File: src/rtl/pipe_stall_ctrl.sv
// rtl/pipe_stall_ctrl.sv - PC, IF/ID and ID/EX control stage owner with load-use bubble and branch flush
// Registers here feed ex_mem_read/ex_rd back to the hazard detector, closing the stall loop.
module pipe_stall_ctrl #(
  parameter int          PC_W         = 32,
  parameter int          INSTR_W      = 32,
  parameter int          CTRL_W       = 12,
  parameter int          MEM_READ_BIT = 0,
  parameter logic [PC_W-1:0] RESET_PC = '0
) (
  input  logic               clk,
  input  logic               rst,
  input  logic               bubble,
  input  logic [15:0]        pc_offset,
  input  logic [INSTR_W-1:0] if_instr,
  input  logic [CTRL_W-1:0]  id_ctrl,
  input  logic [4:0]         id_rd,
  input  logic               branch_taken,
  input  logic [PC_W-1:0]    branch_target,
  output logic [PC_W-1:0]    pc,
  output logic [PC_W-1:0]    if_id_pc,
  output logic [INSTR_W-1:0] if_id_instr,
  output logic [CTRL_W-1:0]  ex_ctrl,
  output logic [4:0]         ex_rd,
  output logic               ex_mem_read,
  output logic               flush_active,
  output logic [15:0]        bubble_cnt,
  output logic [15:0]        flush_cnt
);

  localparam logic [1:0] ST_RUN    = 2'd0;
  localparam logic [1:0] ST_BUBBLE = 2'd1;
  localparam logic [1:0] ST_FLUSH  = 2'd2;

  logic [1:0]      state;
  logic            take_bubble;
  logic            take_branch;
  logic [PC_W-1:0] pc_rewind;

  // Only one bubble per load: a bubble is accepted solely from RUN.
  assign take_bubble = bubble && (state == ST_RUN);
  // The squashed NOP in ID can falsely match ex_rd = 0, so FLUSH ignores branches too.
  assign take_branch = branch_taken && !take_bubble && (state != ST_FLUSH);
  assign pc_rewind   = pc + PC_W'(4) - PC_W'(pc_offset);

  assign ex_mem_read  = ex_ctrl[MEM_READ_BIT];
  assign flush_active = (state == ST_FLUSH);

  always_ff @(posedge clk or posedge rst) begin
    if (rst) begin
      state       <= ST_RUN;
      pc          <= RESET_PC;
      if_id_pc    <= '0;
      if_id_instr <= '0;
      ex_ctrl     <= '0;
      ex_rd       <= '0;
      bubble_cnt  <= '0;
      flush_cnt   <= '0;
    end else if (take_bubble) begin
      state   <= ST_BUBBLE;
      pc      <= pc_rewind;
      ex_ctrl <= '0;
      ex_rd   <= '0;
      if (bubble_cnt != 16'hFFFF) begin
        bubble_cnt <= bubble_cnt + 16'd1;
      end
    end else if (take_branch) begin
      state       <= ST_FLUSH;
      pc          <= branch_target;
      if_id_pc    <= '0;
      if_id_instr <= '0;
      ex_ctrl     <= id_ctrl;
      ex_rd       <= id_rd;
      if (flush_cnt != 16'hFFFF) begin
        flush_cnt <= flush_cnt + 16'd1;
      end
    end else begin
      state       <= ST_RUN;
      pc          <= pc + PC_W'(4);
      if_id_pc    <= pc;
      if_id_instr <= if_instr;
      ex_ctrl     <= id_ctrl;
      ex_rd       <= id_rd;
    end
  end

endmodule

File: config.mk
export PLATFORM = sky130hd
export DESIGN_NAME = pipe_stall_ctrl
export DESIGN_NICKNAME = d
export VERILOG_FILES = /design/src/rtl/pipe_stall_ctrl.sv
export SDC_FILE = /design/constraint.sdc
export NUM_CORES = 1
export LEC_CHECK = 0
export ABC_AREA = 1
export CORE_MARGIN = 1
export CORE_UTILIZATION = 64
export CTS_BUF_LIST = sky130_fd_sc_hd__clkbuf_4 sky130_fd_sc_hd__clkbuf_8
export DETAILED_ROUTE_END_ITERATION = 12
export DONT_BUFFER_PORTS = 1
export HOLD_SLACK_MARGIN = 0.08
export PLACE_DENSITY = 0.8
export SLEW_MARGIN = 25
export SYNTH_ARGS = -nofsm -noshare
export SYNTH_HDL_FRONTEND = slang
export SYNTH_SLANG_ARGS = --single-unit
File: constraint.sdc
create_clock -name clk -period 5.9 [get_ports clk]
set_input_delay 0.59 -clock clk [delete_from_list [all_inputs] [get_ports clk]]
set_output_delay 0.59 -clock clk [all_outputs]
set_load 0.02 [all_outputs]
Word-level counts from Yosys, hierarchy flattened
Index checks and enable logic that the tools add are counted.
{"block": "classes", "addsub": 4, "n_eq_ne": 4, "n_mux": 8, "bitwise_logic": 1, "n_reduce_logical": 7}
{"cell": "2-to-1 mux 32 bit", "n": 4}
{"cell": "adder 16 x 1 -> 16 bit (second input constant)", "n": 2}
{"cell": "adder 32 x 3 -> 32 bit (second input constant)", "n": 1}
{"cell": "!= test 16 bit (second input constant)", "n": 2}
{"cell": "subtractor 32 x 16 -> 32 bit", "n": 1}
{"cell": "2-to-1 mux 12 bit", "n": 1}
{"cell": "2-to-1 mux 5 bit", "n": 1}
{"cell": "2-to-1 mux 2 bit", "n": 2}
{"cell": "logical AND 1 bit", "n": 3}
{"cell": "AND reduction 3 bit", "n": 1}
{"cell": "== test 2 bit (second input constant)", "n": 1}
{"cell": "zero test 2 bit", "n": 1}
{"cell": "!= test 2 bit (second input constant)", "n": 1}
{"cell": "AND reduction 2 bit", "n": 1}
{"cell": "zero test 1 bit", "n": 1}
{"cell": "NOT 1 bit", "n": 1}
{"block": "word_totals", "register_bits": 147, "inputBits": 101, "out_inout_bits": 147, "word_cells": 32}

Depth between registers and ports, before layout
{"block": "logic_depth", "depth_word": 7, "mapped_depth": 20, "mapped_depth_nobuf": 20}

Worst setup path before layout
No wires, ideal clock.
{"block": "synth_timing", "path_kind": "reg2reg", "start": "register pc[7]", "end": "register pc[24]", "setup_time_ns": 0.076, "arrival_time_ns": 2.660, "required_time_ns": 5.824, "path_slack_ns": 3.163, "stages_incl_launch_ff": 18, "n_path_buf": 0, "period_less_slack_ns": 2.737, "path_cell_list": "dfrtp_1 > nand2_1 > nor2_4 > nand3b_2 > nor2_1 > xor2_1 > inv_1 > ha_1 > a21oi_1 > a21boi_0 > o21ai_0 > a21oi_1 > nand2_2 > inv_2 > nand2_1 > nand2_1 > nand2_1 > o21ai_1"}
{"block": "synth_via", "elab_chain_len": 3, "word_cells_on_any_way": 4, "cone_classes": "add/sub (2); mux (2)"}
{"element": "start: declaration", "line": "19", "text": "output logic [PC_W-1:0] pc,"}
{"element": "start signal: assignment", "line": "60", "text": "pc <= pc_rewind;"}
{"element": "start signal: assignment", "line": "68", "text": "pc <= branch_target;"}
{"element": "start signal: assignment", "line": "78", "text": "pc <= pc + PC_W'(4);"}
{"element": "adder 32 x 3 -> 32 bit (*)", "line": "43, 78"}
{"element": "subtractor 32 x 16 -> 32 bit or 2-to-1 mux 32 bit (tied branches)", "line": "43, 66"}
{"element": "2-to-1 mux 32 bit (*)", "line": "58", "text": "end else if (take_bubble) begin"}
Mark *: on every way between the ends. The rest lies on a longest branch, timed or not.
A chain may end at the register's enable or synchronous reset.

Worst setup path in the final report
{"block": "layout_timing", "start": "register pc[3]", "end": "register pc[31]"}
The elaborated chain is that of the path after synthesis.

==> results.cfg <==
[timing]
fin_setup_tns_ns = 0
fmax_ghz = 0.292
period_needed_ns = 3.43
relSlewSlack_pct = 35.9
report.final.slew_viol_count = 0
finalSetupViolCount = 0
fin_worst_skew_ns = 0.0132
period_share_pct = 58.1
rsz0062_at_grt = false
hold_violations = 0
worst_slack_ns = 2.47
worstMarginPinSlew_ns = 0.959

[floorplan]
chipHeight_um = 115
start_util_pct = 66.9
core_area_mm2 = 0.0122
io_pins = 248
dieArea_mm2 = 0.0132
rows = 40
die_width_um = 115

[synth]
synthCells = 1018
synth_seq_cells = 147
ys_seq_area_share_pct = 45.0
synthesis.nets = 1139
yosys_warnings = 0
syn_avg_cell_area_um2 = 8.02
yosysUniqueCellTypes = 44
yosysTopAreaCell = dfrtp_1
netlist.area_leader.share_pct = 45.0
netlist_area_mm2 = 0.00817
synthTopCellsByArea = dfrtp_1, nand2_1, inv_1, nor2_1, a22o_1

[setup_path]
crit_chain = ha_1 -> nand3_1 -> nor2_1 -> xor2_1 -> ha_1 -> inv_1 -> o21bai_1 -> a21oi_1 -> nand2_1 -> a21oi_1 -> nor2_1 -> nor2_2 -> nand3_1 -> nand3_1 -> nand2_1
crit_required_ns = 6.25
cp-end-kind = flip-flop
crit_buf_inv = 1
cp_slowest_cell = dfrtp_1
cpPeakStageDelay_ns = 0.56
crit_fanout = 4
cp_top_family = simple AND/OR/NAND/NOR gates
worstSetupPathType = reg2reg
worstPathArrival_ns = 3.78
crit_top_cell = nand3_1
start_kind = flip-flop

[cells_and_area]
nets = 1135
drive_gt1_share_pct = 7.89
finalNonFillerCells = 1195
fillerInstances = 990
diodes = 0
synthToLayoutAreaGrowth_pct = 6.25

[detailed_routing]
dr.first_iter.drc_count = 583
wire_per_inst_um = 17.9
ant_nets = 0
vias_per_cell = 5.72
wl_um = 21400
route.vias.total = 6840
drc = 0
first_pass_iters = 5

[power_and_ir_drop]
p_int_mw = 2.02
clkPwrFrac_pct = 18.1
total_power_mw = 4.02
p_leak_nw = 4.41
seqPwrFrac_pct = 47.0
combPwrFrac_pct = 35.0
power_per_cell_area_mw_per_mm2 = 464
p_sw_share_pct = 49.7
vdd_drop_max_v = 0.000297
p_sw_mw = 2.00

[worst_hold_path]
hold_path.class = in2reg

[global_routing]
grt_start_max_net_pins = 107
busiest_layer = met2
met1_usage_pct = 46.5
antenna_found_initial = 1
overflow = 0
met2_usage_pct = 49.7
met3_usage_pct = 8.86
grt_usage_pct = 33.3
grt_pass1_vias = 6200
grt_pass1_wl_um = 33100

[placement]
dpl.cell_count = 1162
dp_slack_ns = 2.09
hpwl_um = 16200
gp_congestion = 0.909
portBuffers = 0

[outcome]
status = finished clean

[clock_tree]
cts_resized = 0
cts_sinks = 147
ctsLongestPathBuffers = 2
root_buffer = clkbuf_8
h-tree-depth = 4
cts_buffers = 17
cts_tree = yes
clk_pin_slew_ns = 0.09
clk_latency_ns = 0.46

[run]
drv_cap = 0
-- cell type report --
class | instances | area, um^2 | share of cell area [%]
Tap cell | 168 | 210 | 2.42
Timing Repair Buffer | 4 | 40.0 | 0.461
Clock buffer | 17 | 234 | 2.70
Multi-Input combinational cell | 714 | 3900 | 44.9
Sequential cell | 147 | 3680 | 42.4
Clock inverter | 15 | 123 | 1.41
Inverter | 130 | 494 | 5.70
-- flip-flops by register name (all words and copies together), names as in the netlist --
signal,count
state,2
if_id_instr,32
bubble_cnt,16
pc,32
ex_ctrl,12
if_id_pc,32
flush_cnt,16
ex_rd,5
-- layer usage --
metal  part of all wire, %  vias up
li1                      -     3295
met1                    43     3192
met2                    45      315
met3                   9.9       38
met4                   2.4        0
met5                     0        -
-- path summary, 6_finish.rpt --
kind	slack, ns	endpoint	start	depth (start not counted)
worst min-delay path	0.22	ex_rd[3]$_DFF_PP0_	id_rd[3]	2
min in group asynchronous	0.68	flush_cnt[15]$_DFFE_PP0P_	rst	2
max in group asynchronous	4.11	if_id_instr[24]$_DFFE_PP0N_	rst	3
worst max register to register	2.47	pc[31]$_DFF_PP0_	pc[3]$_DFF_PP0_	15
worst max-delay path	2.47	pc[31]$_DFF_PP0_	pc[3]$_DFF_PP0_	15
worst min register to register	0.64	if_id_pc[28]$_DFFE_PP0N_	if_id_pc[28]$_DFFE_PP0N_	2
-- stage by stage --
stage / cell area, um^2 / util [%] / hold WS (ns)
4_1_cts: 8670 / 71.0 / 0.208
6_report: 8680 / 71.1 / 0.222
3_3_place_gp: 8300 / 68.0 / 0.556
2_1_floorplan: 8170 / - / 0.592
3_5_place_dp: 8300 / 68.0 / 0.557
5_1_grt: 8680 / 71.1 / 0.201
-- power groups by stage --
| stage | Sequential (mW) | Combinational, mW | Clock, mW |
|---|---|---|---|
| after floorplan | 1.77 | 1.11 | 0 |
| after global placement | 1.90 | 1.36 | 0 |
| after detailed placement | 1.91 | 1.38 | 0 |
| final | 1.89 | 1.41 | 0.727 |
| after CTS | 1.89 | 1.39 | 0.731 |
| after global routing | 1.92 | 1.60 | 0.776 |
-- cells in the final DEF (no fill, tap or decap), drive strengths merged, types with 11 or more instances in the layout --
cell and count:
xor2 39, a21oi 24, inv 136, a22o 38
nand4 11, o211ai 12, nor2 137, o21ai 61
clkbuf 17, xnor2 12, nand3 52, nand2 261
dfrtp 147, nor3 12, ha 19
-- timing repair --
action | 4_1_cts | 5_1_grt
hold buffers | 1 | 0
setup buffers | 0 | 0
hold endpoints to repair | 61 | 0
-- synth_stat cells --
cell type / number
a21o_1: 1
buf_1: 3
nand3_2: 1
ha_1: 19
nor3b_1: 1
clkbuf_1: 21
nand2_4: 3
nand2_2: 8
o22ai_1: 7
o211ai_1: 12
nand3b_1: 4
dfrtp_1: 147
nor2_8: 2
a21boi_0: 1
a21oi_1: 24
buf_2: 1
xor2_4: 1
o21ai_1: 4
nand3_1: 51
and2_1: 1
nor2_4: 6
xor2_1: 38
o21bai_1: 3
a31oi_1: 6
nand4_1: 10
nor3_1: 10
o2bb2ai_1: 5
a22o_1: 38
inv_1: 128
or2_1: 1
xnor2_1: 12
inv_2: 2
and3_1: 1
nand4_2: 1
nor3_2: 2
nor4_1: 1
fa_1: 1
buf_4: 2
nor2_1: 114
nand3b_2: 2
nand2_1: 250
a32oi_1: 1
o21ai_0: 57
nor2_2: 15
-- cell families (layout without fill, tap and decap cells) --
kind of cell / after synthesis / in the layout / share of synthesized area [%]
adder cells (fa/ha/maj): 20 / 20 / 3.16
buffers and inverters: 157 / 166 / 7.32
flip-flops: 147 / 147 / 45.0
AND/OR/NAND/NOR: 484 / 484 / 26.3
XOR/XNOR: 51 / 51 / 5.70
AO/OA/AOI/OAI: 159 / 159 / 12.5
Note: power is estimated with default switching activity, not from simulation.
